File: config.mk
export PLATFORM = sky130hd
export DESIGN_NAME = button_pulse_gen
export DESIGN_NICKNAME = d
export VERILOG_FILES = /design/src/rtl/button_pulse_gen.sv
export SDC_FILE = /design/constraint.sdc
export NUM_CORES = 1
export LEC_CHECK = 0
export ABC_AREA = 1
export BUFFER_PORTS_ARGS = -buffer_cell sky130_fd_sc_hd__buf_2
export CAP_MARGIN = 15
export CORE_ASPECT_RATIO = 1.4
export CORE_UTILIZATION = 50
export DETAILED_ROUTE_END_ITERATION = 8
export GPL_ROUTABILITY_DRIVEN = 1
export PLACE_DENSITY = 0.76
export SLEW_MARGIN = 20
export SYNTH_ARGS = -nofsm -noshare
export SYNTH_HDL_FRONTEND = slang
export SYNTH_SLANG_ARGS = --single-unit
File: constraint.sdc
create_clock -name i_clk -period 2 [get_ports i_clk]
set_clock_uncertainty 0.2 [all_clocks]
set_input_delay 0.4 -clock i_clk [delete_from_list [all_inputs] [get_ports i_clk]]
set_output_delay 0.4 -clock i_clk [all_outputs]
set_load 0.005 [all_outputs]
File: src/rtl/button_pulse_gen.sv
// button_pulse_gen: conditions the raw write / select-up / select-down
// push-buttons into clean single-tick pulses aligned to i_ena.
// Each button is synchronised, debounced on i_ena ticks and edge-detected.
// The select buttons also auto-repeat while held, and a select pulse is
// suppressed while the opposite select button is debounced-pressed.
module button_pulse_gen #(
  parameter int unsigned DEBOUNCE_TICKS = 4,
  parameter int unsigned REPEAT_DELAY   = 50,
  parameter int unsigned REPEAT_PERIOD  = 10,
  parameter int unsigned CNT_W          = 8,
  parameter bit          ACTIVE_LOW     = 1'b1
) (
  input  logic i_clk,
  input  logic i_reset,
  input  logic i_ena,
  input  logic i_btn_wr,
  input  logic i_btn_inc,
  input  logic i_btn_dec,
  output logic o_wr_pulse,
  output logic o_sel_inc_pulse,
  output logic o_sel_dec_pulse
);

  localparam int unsigned NB      = 3;
  localparam int unsigned IDX_WR  = 0;
  localparam int unsigned IDX_INC = 1;
  localparam int unsigned IDX_DEC = 2;

  // Pin level that means "released"; synchronisers reset to it.
  localparam logic REL_LEVEL = ACTIVE_LOW ? 1'b1 : 1'b0;

  localparam logic [CNT_W-1:0] DC_LAST   = CNT_W'(DEBOUNCE_TICKS - 1);
  localparam logic [CNT_W-1:0] HC_LAST   = CNT_W'(REPEAT_DELAY - 1);
  localparam logic [CNT_W-1:0] HC_RELOAD = CNT_W'(REPEAT_DELAY - REPEAT_PERIOD);

  logic [NB-1:0] pin_raw;
  logic [NB-1:0] db_now;   // debounced level after this tick's update
  logic [NB-1:0] rise_v;   // accept tick with db going 0->1

  logic [IDX_DEC:IDX_INC] rep_v;  // auto-repeat events, select buttons only

  logic fire_wr;
  logic fire_inc;
  logic fire_dec;

  logic wr_pulse_q,  wr_pulse_d;
  logic inc_pulse_q, inc_pulse_d;
  logic dec_pulse_q, dec_pulse_d;

  assign pin_raw = {i_btn_dec, i_btn_inc, i_btn_wr};

  genvar g;

  // Per-button synchroniser and debouncer.
  generate
    for (g = 0; g < NB; g++) begin : gen_btn
      logic             sync1_q, sync1_d;
      logic             sync2_q, sync2_d;
      logic             pressed;
      logic             db_q, db_d;
      logic [CNT_W-1:0] dc_q, dc_d;
      logic             accept;

      // Two-flop synchroniser chain for the asynchronous pin.
      always_comb begin
        sync1_d = pin_raw[g];
        sync2_d = sync1_q;
      end

      // Synchroniser flops reset to the released level.
      always_ff @(posedge i_clk or posedge i_reset) begin
        if (i_reset) begin
          sync1_q <= REL_LEVEL;
          sync2_q <= REL_LEVEL;
        end else begin
          sync1_q <= sync1_d;
          sync2_q <= sync2_d;
        end
      end

      // Normalise polarity so 1 always means pressed.
      always_comb begin
        pressed = sync2_q ^ REL_LEVEL;
      end

      // Accept a new level only after DEBOUNCE_TICKS consecutive ticks.
      always_comb begin
        db_d   = db_q;
        dc_d   = dc_q;
        accept = 1'b0;
        if (i_ena) begin
          if (pressed == db_q) begin
            dc_d = '0;
          end else if (dc_q == DC_LAST) begin
            db_d   = pressed;
            dc_d   = '0;
            accept = 1'b1;
          end else begin
            dc_d = dc_q + CNT_W'(1);
          end
        end
      end

      // Debounce state and counter.
      always_ff @(posedge i_clk or posedge i_reset) begin
        if (i_reset) begin
          db_q <= 1'b0;
          dc_q <= '0;
        end else begin
          db_q <= db_d;
          dc_q <= dc_d;
        end
      end

      assign db_now[g] = db_d;
      assign rise_v[g] = accept & db_d;
    end
  endgenerate

  // Per-select-button auto-repeat counter.
  generate
    for (g = IDX_INC; g <= IDX_DEC; g++) begin : gen_rep
      logic [CNT_W-1:0] hc_q, hc_d;
      logic             rep;

      // Count held ticks; first repeat after REPEAT_DELAY, then every
      // REPEAT_PERIOD by reloading the counter part-way up.
      always_comb begin
        hc_d = hc_q;
        rep  = 1'b0;
        if (i_ena) begin
          if (rise_v[g]) begin
            hc_d = '0;
          end else if (db_now[g]) begin
            if (hc_q == HC_LAST) begin
              rep  = 1'b1;
              hc_d = HC_RELOAD;
            end else begin
              hc_d = hc_q + CNT_W'(1);
            end
          end else begin
            hc_d = '0;
          end
        end
      end

      // Repeat counter register.
      always_ff @(posedge i_clk or posedge i_reset) begin
        if (i_reset) begin
          hc_q <= '0;
        end else begin
          hc_q <= hc_d;
        end
      end

      assign rep_v[g] = rep;
    end
  endgenerate

  // Fire terms: select pulses are blocked while the opposite button is held.
  always_comb begin
    fire_wr  = rise_v[IDX_WR];
    fire_inc = (rise_v[IDX_INC] | rep_v[IDX_INC]) & ~db_now[IDX_DEC];
    fire_dec = (rise_v[IDX_DEC] | rep_v[IDX_DEC]) & ~db_now[IDX_INC];
  end

  // Outputs load only on i_ena so each pulse lasts one full tick period.
  always_comb begin
    wr_pulse_d  = wr_pulse_q;
    inc_pulse_d = inc_pulse_q;
    dec_pulse_d = dec_pulse_q;
    if (i_ena) begin
      wr_pulse_d  = fire_wr;
      inc_pulse_d = fire_inc;
      dec_pulse_d = fire_dec;
    end
  end

  // Output registers.
  always_ff @(posedge i_clk or posedge i_reset) begin
    if (i_reset) begin
      wr_pulse_q  <= 1'b0;
      inc_pulse_q <= 1'b0;
      dec_pulse_q <= 1'b0;
    end else begin
      wr_pulse_q  <= wr_pulse_d;
      inc_pulse_q <= inc_pulse_d;
      dec_pulse_q <= dec_pulse_d;
    end
  end

  assign o_wr_pulse      = wr_pulse_q;
  assign o_sel_inc_pulse = inc_pulse_q;
  assign o_sel_dec_pulse = dec_pulse_q;

endmodule

==> flow_metrics.py, run 1 <==
metrics = {
    "outcome": {
        "status": "completed",
    },
    "floorplanning": {
        "rows": 31,
        "die-height_um": 89.95,
        "start_util_pct": 52.76,
        "chipWidth_um": 64.82,
        "core_region_area_um2": 5236,
        "ios": 9,
        "design.die.area_um2": 5831,
    },
    "grt": {
        "grt_antenna_before_repair": 0,
        "grt_util_all_layers_pct": 18.97,
        "grt_max_degree": 52,
        "grt_pass1_vias": 2157,
        "grt_remaining_overflow": 0,
        "grt_first_pass_wirelength_mm": 8.880,
    },
    "synthesis": {
        "synthDistinctLibCells": 31,
        "synthesis.instances": 340,
        "count_of_yosys_warnings_during_synthesis": 0,
        "mappedNetlistArea_um2": 2763,
        "ys_ff_latch": 52,
        "syn-num-nets": 353,
        "netlist.top_cell.by_area": "sky130_fd_sc_hd__dfrtp_1",
        "post-synth-top-area-fraction_pct": 41.67,
        "avgSynthCellArea_um2": 8.125,
        "post_synth_main_area_contributors": "sky130_fd_sc_hd__dfrtp_1 42%, sky130_fd_sc_hd__nand2_1 11%, sky130_fd_sc_hd__dfstp_2 5.7%, sky130_fd_sc_hd__inv_1 5.0%, sky130_fd_sc_hd__nand3_1 4.7%",
        "ys_seq_area_share_pct": 47.37,
    },
    "routing": {
        "wirelength_mm": 4.934,
        "via_cell_ratio": 5.161,
        "detailedRoute.firstPassIterationCount": 4,
        "wire_per_inst_um": 11.66,
        "vias": 2183,
        "drt_drc_violations_left": 0,
        "antenna_violating_nets_post_route": 0,
        "initialDrtViolationCount": 112,
    },
    "worst_setup_path": {
        "worstPathCellList": "ha_1 -> inv_1 -> nor3_1 -> nand3_1 -> a21oi_1 -> nor3b_1",
        "timing.critical_path.arrival_ns": 1.71,
        "cp-start-kind": "flop",
        "max_incr_delay_on_cp_ns": 0.39,
        "worst_setup_path_end_kind": "flop",
        "critical_path_class": "reg2reg",
        "cpMaxStageDelayCell": "sky130_fd_sc_hd__dfrtp_1",
        "reg2regPathDepth": 6,
        "worstPathRequired_ns": 1.97,
        "highest_net_fanout_along_the_worst_path": 4,
    },
    "power_and_ir_drop": {
        "leakagePower_nw": 1.408,
        "power.density_cell_area_nw_per_um2": 945.5,
        "peakVddDrop_v": 0.0006928,
    },
    "final_layout": {
        "layout_common_cells": "84 x sky130_fd_sc_hd__nand2_1, 46 x sky130_fd_sc_hd__dfrtp_1, 36 x sky130_fd_sc_hd__inv_1, 31 x sky130_fd_sc_hd__nor2_1, 26 x sky130_fd_sc_hd__nand3_1",
        "seqCellArea_um2": 1309,
        "final.fill_count": 464,
        "final_core_util_pct": 57.63,
        "ant_cells": 0,
        "area_delta_synth_final_pct": 9.239,
        "layout-drive-gt1-share_pct": 14.85,
        "fin_nets": 369,
        "final_common_cell": "sky130_fd_sc_hd__nand2_1",
        "footprint_of_the_multi_input_gates_um2": 1262,
    },
    "sta": {
        "achievable_frequency_ghz": 0.5762,
        "timing_worst_slew_pin_value_ns": 0.3694,
        "tns_ns": 0,
        "setup_repair_after_global_routing_missed_its_margin": "no",
        "hold_viol": 0,
        "setup_viol_count_final": 0,
        "period_needed_ns": 1.735,
        "min_period_over_period_pct": 86.77,
        "maxSlewHeadroom_pct": 75.37,
        "final_max_slew_viol_count": 0,
    },
    "clock_tree": {
        "htreeDepth": 2,
        "cts_tree": "built",
        "cts-buffers-inserted": 5,
        "numClockSinks": 52,
        "ctsRootBufferMaster": "sky130_fd_sc_hd__clkbuf_8",
        "postCtsSetupBuffers": 0,
        "ctsResizeCount": 0,
        "worst_setup_hold_path_clk_slew_ns": 0.09,
        "clock_latency_reported_for_the_late_side_of_the_worst_skew_pair_ns": 0.31,
        "clock_tree.buffer_depth": 2,
    },
    "worst_hold_path": {
        "worstHoldPathCells": 0,
        "worstHoldPathType": "reg2reg",
    },
    "place": {
        "placer_congestion_estimate": 0.8503,
        "post-dp-hpwl_mm": 3.509,
        "io_buffer_count": 8,
    },
    "job": {
        "max_cap_violations": 0,
    },
}
-- cell type report --
type,count,share of cell area [%]
sequential,52,43.37
clock buffer,6,2.736
multi-input combinational,242,41.83
tap,66,2.736
clock inverter,2,0.3317
inverter,39,4.934
timing repair buffer,16,4.063
-- per-stage QoR --
step                      setup WS (ns)  hold WS [ns]  instances  area, um^2  total power (W)
after floorplan                  0.1521        0.1452        340        2763         0.002063
after global placement           0.3864        0.1461        411        2885         0.002222
after detailed placement         0.3301        0.1475        411        2885         0.002255
after CTS                        0.3097        0.1607        423        3018         0.002884
after global routing             0.1217        0.1623        423        3018         0.003071
final                            0.2646        0.1596        423        3018         0.002853
-- synthesized netlist by cell type --
| cell type | instances |
|---|---|
| sky130_fd_sc_hd__nand2_1 | 84 |
| sky130_fd_sc_hd__dfrtp_1 | 46 |
| sky130_fd_sc_hd__inv_1 | 37 |
| sky130_fd_sc_hd__nor2_1 | 31 |
| sky130_fd_sc_hd__nand3_1 | 26 |
| sky130_fd_sc_hd__a21oi_1 | 18 |
| sky130_fd_sc_hd__o21ai_0 | 15 |
| sky130_fd_sc_hd__nand2_2 | 9 |
| sky130_fd_sc_hd__nor3_1 | 8 |
| sky130_fd_sc_hd__xor2_1 | 8 |
| sky130_fd_sc_hd__ha_1 | 7 |
| sky130_fd_sc_hd__o21ai_1 | 7 |
| sky130_fd_sc_hd__dfstp_2 | 6 |
| sky130_fd_sc_hd__nand4_1 | 6 |
| sky130_fd_sc_hd__nor2_2 | 6 |
| sky130_fd_sc_hd__buf_2 | 4 |
| sky130_fd_sc_hd__buf_4 | 3 |
| sky130_fd_sc_hd__nor2_4 | 3 |
| sky130_fd_sc_hd__xnor2_1 | 3 |
| sky130_fd_sc_hd__nor3_2 | 2 |
| sky130_fd_sc_hd__a21oi_4 | 1 |
| sky130_fd_sc_hd__and2_4 | 1 |
| sky130_fd_sc_hd__inv_2 | 1 |
| sky130_fd_sc_hd__inv_4 | 1 |
| sky130_fd_sc_hd__nand3_2 | 1 |
| sky130_fd_sc_hd__nand3b_1 | 1 |
| sky130_fd_sc_hd__nor2_8 | 1 |
| sky130_fd_sc_hd__nor3b_1 | 1 |
| sky130_fd_sc_hd__o21a_1 | 1 |
| sky130_fd_sc_hd__o22ai_1 | 1 |
| sky130_fd_sc_hd__o31ai_1 | 1 |
-- state kept, by name, summed over array words and instances, names as in the netlist --
signal / cells
gen_btn.dc_q: 24
gen_rep.hc_q: 16
gen_btn.db_q: 3
gen_btn.sync1_q: 3
gen_btn.sync2_q: 3
o_sel_dec_pulse: 1
o_sel_inc_pulse: 1
o_wr_pulse: 1
-- metal layers --
layer  wire [um]  part of all wire, %  track usage (%)  up-vias
li1            -                    -                -     1113
met1        2104                   43            22.92     1040
met2        2651                   54            33.85       22
met3          92                  1.9            2.665        8
met4          85                  1.7            5.926        0
met5           0                    0                0        -
-- critical path, delay by kind of cell, from the launching register on --
family | cells | cell delay (ns)
compound gates | 1 | 0.34
fa+ha+maj | 1 | 0.20
buf+inv | 1 | 0.05
flops | 1 | 0.39
simple gates | 3 | 0.42
-- cells by family (layout without fill, tap and decap cells) --
| kind of cell | Yosys count | after routing | synth area share, % |
|---|---|---|---|
| AOI/OAI and AO/OA | 44 | 44 | 8.606 |
| xor gates and xnor gates | 11 | 11 | 3.488 |
| adders and majority gates | 7 | 7 | 3.170 |
| buffers and inverters | 46 | 63 | 6.929 |
| DFF | 52 | 52 | 47.37 |
| and+or+nand+nor | 180 | 180 | 30.43 |
-- timing repair --
action                                  CTS  global route
endpoints found under the setup margin    0             0
hold endpoints to repair                 50             0
hold buffers                              4             0
-- path summary, 6_finish.rpt --
path	startpoint	end	slack (ns)
worst min-delay path	gen_btn[1].sync1_q$_DFF_PP1_	gen_btn[1].sync2_q$_DFF_PP1_	0.16
worst min register to register	gen_btn[1].sync1_q$_DFF_PP1_	gen_btn[1].sync2_q$_DFF_PP1_	0.16
worst max register to register	gen_btn[0].dc_q[0]$_DFFE_PP0P_	gen_btn[0].dc_q[2]$_DFFE_PP0P_	0.26
max in group asynchronous	i_reset	gen_btn[0].sync1_q$_DFF_PP1_	0.81
min in group asynchronous	i_reset	gen_btn[2].sync1_q$_DFF_PP1_	0.47
worst max-delay path	gen_btn[0].dc_q[0]$_DFFE_PP0P_	gen_btn[0].dc_q[2]$_DFFE_PP0P_	0.26
-- where the power goes --
part / total (W) / internal [W] / switching (W)
combinational: 0.000802 / 0.000308 / 0.000493
clock: 0.000612 / 0.000277 / 0.000335
sequential: 0.00144 / 0.00125 / 0.000193
total: 0.00285 / 0.00183 / 0.00102
Note: power is estimated with default switching activity, not from simulation.
==> run 2: changes to the inputs <==
--- a/config.mk
+++ b/config.mk
@@ -12,6 +12,8 @@
 export CORE_UTILIZATION = 50
 export DETAILED_ROUTE_END_ITERATION = 8
 export GPL_ROUTABILITY_DRIVEN = 1
+export GPL_TIMING_DRIVEN = 0
+export MAX_ROUTING_LAYER = met4
 export PLACE_DENSITY = 0.76
 export SLEW_MARGIN = 20
 export SYNTH_ARGS = -nofsm -noshare
==> run 2 against run 1 <==
Setup slack worse by 0.0055 ns. Sequential share of layout area is 0.62 points lower. Via count increased by 4.9%. Highest routed layer unchanged. Flip-flop and latch count did not move. Hold slack improved by 0.00083 ns. Global-route usage increased by 3.0 points. Largest cell class unchanged. Count of clock-buffer cells in the layout stayed put. Total power is 6.2% higher. Die area unchanged.
==> flow_metrics.py, run 2 (synthesized netlist as in run 1, its figures left out) <==
metrics = {
    "clock_tree": {
        "cts-buffers-inserted": 5,
        "htreeDepth": 2,
        "ctsRootBufferMaster": "sky130_fd_sc_hd__clkbuf_8",
        "clock_latency_reported_for_the_late_side_of_the_worst_skew_pair_ns": 0.31,
        "numClockSinks": 52,
        "cts_hold_repair.buffers": 4,
        "clock_tree.buffer_depth": 2,
        "cts_tree": "built",
        "postCtsSetupBuffers": 0,
        "worst_setup_hold_path_clk_slew_ns": 0.09,
        "ctsResizeCount": 0,
    },
    "worst_setup_path": {
        "worst_reg_to_reg_setup_slack_ns": 0.26,
        "critical_path.endpoint": "gen_btn[0].dc_q[2]$_DFFE_PP0P_",
        "reg2reg_from": "gen_btn[0].dc_q[0]$_DFFE_PP0P_",
        "worstPathRequired_ns": 1.98,
        "startpoint": "gen_btn[0].dc_q[0]$_DFFE_PP0P_",
        "worst_setup_path_end_kind": "flop",
        "cp-start-kind": "flop",
        "highest_net_fanout_along_the_worst_path": 4,
        "critical_path_class": "reg2reg",
        "reg2regPathDepth": 6,
        "timing.critical_path.arrival_ns": 1.72,
        "crit-reg2reg-capture": "gen_btn[0].dc_q[2]$_DFFE_PP0P_",
    },
    "sta": {
        "setup_repair_after_global_routing_missed_its_margin": "no",
        "hold_slack_ns": 0.1604,
        "timing_worst_slew_pin_value_ns": 0.4252,
        "min_period_over_period_pct": 87.04,
        "final_max_slew_viol_count": 0,
        "maxSlewHeadroom_pct": 71.61,
        "period_needed_ns": 1.741,
        "setup_viol_count_final": 0,
        "hold_viol": 0,
        "achievable_frequency_ghz": 0.5744,
    },
    "grt": {
        "grt_remaining_overflow": 0,
        "grt_first_pass_wirelength_mm": 9.825,
        "grt_antenna_before_repair": 0,
        "grt_util_all_layers_pct": 21.97,
        "grt_pass1_vias": 2325,
        "grt_most_used_layer": "met2",
        "globalRouteMet1Util_pct": 25.46,
        "groute.layer.met3.usage_pct": 3.173,
        "grt_max_degree": 34,
        "global_route.usage.met2_pct": 37.41,
    },
    "worst_hold_path": {
        "worstHoldPathType": "reg2reg",
        "beginning_of_the_worst_hold_path": "gen_btn[2].sync1_q$_DFF_PP1_",
    },
    "place": {
        "io_buffer_count": 7,
        "post-dp-hpwl_mm": 3.934,
        "instance_area_after_placement_um2": 2900,
        "placer_congestion_estimate": 0.8616,
    },
    "routing": {
        "drt_drc_violations_left": 0,
        "wirelength_mm": 5.554,
        "detailedRoute.firstPassIterationCount": 4,
        "initialDrtViolationCount": 128,
        "via_cell_ratio": 5.373,
        "wire_per_inst_um": 13.04,
        "antenna_violating_nets_post_route": 0,
        "vias": 2289,
    },
    "floorplanning": {
        "start_util_pct": 52.76,
        "ios": 9,
        "die-height_um": 89.95,
        "chipWidth_um": 64.82,
        "design.die.area_um2": 5831,
        "core_region_area_um2": 5236,
        "rows": 31,
    },
    "final_layout": {
        "fin_nets": 372,
        "layout.cell_area.non_filler_um2": 3062,
        "final.fill_count": 483,
        "ant_cells": 0,
        "layout-drive-gt1-share_pct": 15.56,
        "final_common_cell": "sky130_fd_sc_hd__nand2_1",
        "final_core_util_pct": 58.47,
        "largest_register_ff_count": 24,
        "area_delta_synth_final_pct": 10.82,
        "registers.top_by_ff_count": "gen_btn.dc_q",
        "top_regs": "gen_btn.dc_q x24, gen_rep.hc_q x16",
        "layout_common_cells": "84 x sky130_fd_sc_hd__nand2_1, 46 x sky130_fd_sc_hd__dfrtp_1, 36 x sky130_fd_sc_hd__inv_1, 31 x sky130_fd_sc_hd__nor2_1, 26 x sky130_fd_sc_hd__nand3_1",
    },
    "power_and_ir_drop": {
        "leakagePower_nw": 1.430,
        "power.density_cell_area_nw_per_um2": 989.9,
        "peakVddDrop_v": 0.0005982,
    },
    "job": {
        "max_cap_violations": 0,
    },
    "outcome": {
        "status": "completed",
    },
}
-- run 2: through the flow --
stage          setup TNS, ns  cells  total power (W)  setup WS (ns)
3_5_place_dp               0    414         0.002263         0.3446
4_1_cts                    0    426         0.003036         0.2619
6_report                   0    426         0.003031         0.2591
3_3_place_gp          -23.81    413         0.002222        -0.5108
5_1_grt                    0    426         0.003229         0.1057
2_1_floorplan              0    340         0.002063         0.1521
-- run 2: worst max-delay path, cell delays in order, from the launching register on --
cell and delay [ns]:
sky130_fd_sc_hd__dfrtp_1 0.40, sky130_fd_sc_hd__ha_1 0.21, sky130_fd_sc_hd__inv_1 0.06, sky130_fd_sc_hd__nor3_1 0.22, sky130_fd_sc_hd__nand3_1 0.14, sky130_fd_sc_hd__a21oi_1 0.30
sky130_fd_sc_hd__nor3b_1 0.10
-- run 2: routing by layer --
layer  routed length (um)  part of all wire [%]
met5                    0                     0
met3                  176                   3.2
met4                  145                   2.6
met2                 2857                    51
met1                 2375                    43
-- run 2: worst min-delay path by stage --
stage	endpoint	cells after the start
5_1_grt	gen_btn[2].sync2_q$_DFF_PP1_	0
4_1_cts	gen_btn[2].sync2_q$_DFF_PP1_	0
3_5_place_dp	gen_btn[2].sync2_q$_DFF_PP1_	0
2_1_floorplan	gen_btn[0].sync2_q$_DFF_PP1_	0
6_report	gen_btn[2].sync2_q$_DFF_PP1_	0
3_3_place_gp	gen_btn[1].sync2_q$_DFF_PP1_	0
-- run 2: final cells by class --
cell class	instances	area [um^2]	area share, %
clock inverters	2	38.79	1.267
clock buffers	6	82.58	2.697
flip-flops and latches	52	1309	42.75
repair buffers	12	95.09	3.106
inverters	39	148.9	4.863
plain buffers	7	42.54	1.389
well taps	66	82.58	2.697
multi-input cells	242	1262	41.23
-- run 2: where the power goes --
| part | internal [W] | switching (W) | leakage, nW |
|---|---|---|---|
| registers | 0.00125 | 0.000196 | 0.685 |
| clock network | 0.000410 | 0.000357 | 0.0614 |
| logic | 0.000310 | 0.000512 | 0.684 |
==> run 3: changes to the inputs <==
--- a/config.mk
+++ b/config.mk
@@ -9,12 +9,12 @@
 export BUFFER_PORTS_ARGS = -buffer_cell sky130_fd_sc_hd__buf_2
 export CAP_MARGIN = 15
 export CORE_ASPECT_RATIO = 1.4
-export CORE_UTILIZATION = 50
+export CORE_UTILIZATION = 60
 export DETAILED_ROUTE_END_ITERATION = 8
 export GPL_ROUTABILITY_DRIVEN = 1
 export GPL_TIMING_DRIVEN = 0
 export MAX_ROUTING_LAYER = met4
-export PLACE_DENSITY = 0.76
+export PLACE_DENSITY = 0.87
 export SLEW_MARGIN = 20
 export SYNTH_ARGS = -nofsm -noshare
 export SYNTH_HDL_FRONTEND = slang
==> run 3 against run 2 <==
Sequential power about the same. Register-to-register slack about the same. Flip-flop and latch count unchanged. Die area down 16%. Critical path type unchanged. Largest cell class unchanged.
==> flow_metrics.py, run 3 (synthesized netlist as in run 1, its figures left out) <==
metrics = {
    "power_and_ir_drop": {
        "clkPwrFrac_pct": 20.6,
        "combinationalPowerShare_pct": 28.3,
        "design_power_total_w": 0.002831,
        "internal-power_w": 0.001801,
        "p_sw_share_pct": 36.40,
        "peakVddDrop_v": 0.0006138,
        "power.density_cell_area_nw_per_um2": 939.4,
        "leakagePower_nw": 1.411,
        "p_seq_share_pct": 51.0,
        "p_sw_w": 0.001031,
    },
    "worst_setup_path": {
        "reg2reg_from": "gen_btn[0].dc_q[0]$_DFFE_PP0P_",
        "critical_path_class": "reg2reg",
        "cp-start-kind": "flop",
        "reg2regPathDepth": 6,
        "timing.critical_path.arrival_ns": 1.72,
        "worstPathRequired_ns": 2.00,
        "worst_setup_path_end_kind": "flop",
        "worst_reg_to_reg_setup_slack_ns": 0.27,
        "crit-reg2reg-capture": "gen_btn[0].dc_q[2]$_DFFE_PP0P_",
        "highest_net_fanout_along_the_worst_path": 4,
    },
    "sta": {
        "achievable_frequency_ghz": 0.5793,
        "period_needed_ns": 1.726,
        "min_period_over_period_pct": 86.31,
        "setup_repair_after_global_routing_missed_its_margin": "no",
        "hold_viol": 0,
        "tns_ns": 0,
        "timing_worst_slew_pin_value_ns": 0.5111,
        "setup_viol_count_final": 0,
        "final_max_slew_viol_count": 0,
        "hold_slack_ns": 0.1586,
        "maxSlewHeadroom_pct": 65.88,
    },
    "final_layout": {
        "largest_register_ff_count": 24,
        "top_regs": "gen_btn.dc_q x24, gen_rep.hc_q x16",
        "final.fill_count": 340,
        "area_delta_synth_final_pct": 9.103,
        "fin_nets": 372,
        "layout-drive-gt1-share_pct": 15.00,
        "registers.top_by_ff_count": "gen_btn.dc_q",
        "final_common_cell": "sky130_fd_sc_hd__nand2_1",
        "ant_cells": 0,
        "layout_common_cells": "84 x sky130_fd_sc_hd__nand2_1, 46 x sky130_fd_sc_hd__dfrtp_1, 36 x sky130_fd_sc_hd__inv_1, 31 x sky130_fd_sc_hd__nor2_1, 26 x sky130_fd_sc_hd__nand3_1",
        "layout.cell_area.non_filler_um2": 3014,
    },
    "grt": {
        "grt_pass1_vias": 2099,
        "grt_util_all_layers_pct": 25.76,
        "grt_first_pass_wirelength_mm": 9.135,
        "grt_remaining_overflow": 0,
        "grt_antenna_before_repair": 0,
        "grt_max_degree": 30,
    },
    "job": {
        "max_cap_violations": 0,
    },
    "routing": {
        "detailedRoute.firstPassIterationCount": 4,
        "vias": 2204,
        "wirelength_mm": 5.217,
        "wire_per_inst_um": 12.42,
        "initialDrtViolationCount": 94,
        "via_cell_ratio": 5.248,
        "drt_drc_violations_left": 0,
        "antenna_violating_nets_post_route": 0,
    },
    "place": {
        "instance_area_after_placement_um2": 2893,
        "post-dp-hpwl_mm": 3.776,
        "io_buffer_count": 7,
        "placer_congestion_estimate": 0.8964,
    },
    "clock_tree": {
        "clock_tree.buffer_depth": 2,
        "numClockSinks": 52,
        "clock_latency_reported_for_the_late_side_of_the_worst_skew_pair_ns": 0.31,
        "ctsRootBufferMaster": "sky130_fd_sc_hd__clkbuf_8",
        "htreeDepth": 2,
        "cts_tree": "built",
        "cts-buffers-inserted": 5,
        "worst_setup_hold_path_clk_slew_ns": 0.09,
        "postCtsSetupBuffers": 0,
    },
    "floorplanning": {
        "rows": 28,
        "start_util_pct": 64.11,
        "core_region_area_um2": 4309,
        "design.die.area_um2": 4884,
        "chipWidth_um": 59.35,
        "ios": 9,
        "die-height_um": 82.29,
    },
    "worst_hold_path": {
        "worstHoldPathCells": 0,
        "hold-path-endpoint": "gen_btn[2].sync2_q$_DFF_PP1_",
        "beginning_of_the_worst_hold_path": "gen_btn[2].sync1_q$_DFF_PP1_",
        "worstHoldPathType": "reg2reg",
    },
    "outcome": {
        "status": "completed",
    },
}
## run 3: power by group through the flow
stage	clock network, W	registers [W]	logic (W)
CTS	0.000596	0.00144	0.000813
finish	0.000585	0.00144	0.000802
global route	0.000635	0.00148	0.000928
global placement	0	0.00145	0.000764
detailed placement	0	0.00146	0.000797
floorplan	0	0.00142	0.000644
## run 3: per-stage QoR
stage,worst slack [ns],util [%],instances
floorplan,0.1521,-,340
global placement,-0.4635,66.67,407
detailed placement,0.2726,67.13,408
CTS,0.2613,69.95,420
global route,0.06776,69.95,420
finish,0.2737,69.95,420
## run 3: worst max-delay path by stage
| stage | start | to | depth (start not counted) |
|---|---|---|---|
| floorplan | i_reset | gen_btn[0].db_q$_DFF_PP0_ | 1 |
| finish | gen_btn[0].dc_q[0]$_DFFE_PP0P_ | gen_btn[0].dc_q[2]$_DFFE_PP0P_ | 6 |
| detailed placement | gen_btn[0].dc_q[0]$_DFFE_PP0P_ | gen_btn[0].dc_q[2]$_DFFE_PP0P_ | 6 |
| CTS | gen_btn[0].dc_q[0]$_DFFE_PP0P_ | gen_btn[0].dc_q[2]$_DFFE_PP0P_ | 6 |
| global route | gen_btn[0].dc_q[0]$_DFFE_PP0P_ | gen_btn[0].dc_q[2]$_DFFE_PP0P_ | 6 |
| global placement | i_reset | gen_btn[2].dc_q[4]$_DFFE_PP0P_ | 2 |
## run 3: critical path, stage by stage (launching register included)
cell and delay (ns):
sky130_fd_sc_hd__dfrtp_1 0.41, sky130_fd_sc_hd__ha_1 0.21, sky130_fd_sc_hd__inv_1 0.05, sky130_fd_sc_hd__nor3_1 0.20
sky130_fd_sc_hd__nand3_1 0.13, sky130_fd_sc_hd__a21oi_1 0.32, sky130_fd_sc_hd__nor3b_1 0.09
## run 3: metal layers
layer  vias up  GRT usage [%]  wire length (um)
li1       1127              -                 -
met3        11          4.829               146
met4         0          11.90               102
met5         -              -                 0
met2        31          42.13              2671
met1      1035          30.56              2297
## run 3: repair_timing
action / CTS / global route
resized for setup: 0 / 0
hold buffers: 4 / 0
hold endpoints to repair: 24 / 0
## run 3: layout make-up
class | count | area [um^2] | share of cell area [%]
multi-input cells | 242 | 1262 | 41.88
clock buffers | 7 | 76.32 | 2.532
inverters | 39 | 148.9 | 4.940
repair buffers | 12 | 95.09 | 3.155
plain buffers | 7 | 42.54 | 1.411
clock inverters | 1 | 5.005 | 0.1660
well taps | 60 | 75.07 | 2.491
flip-flops and latches | 52 | 1309 | 43.42
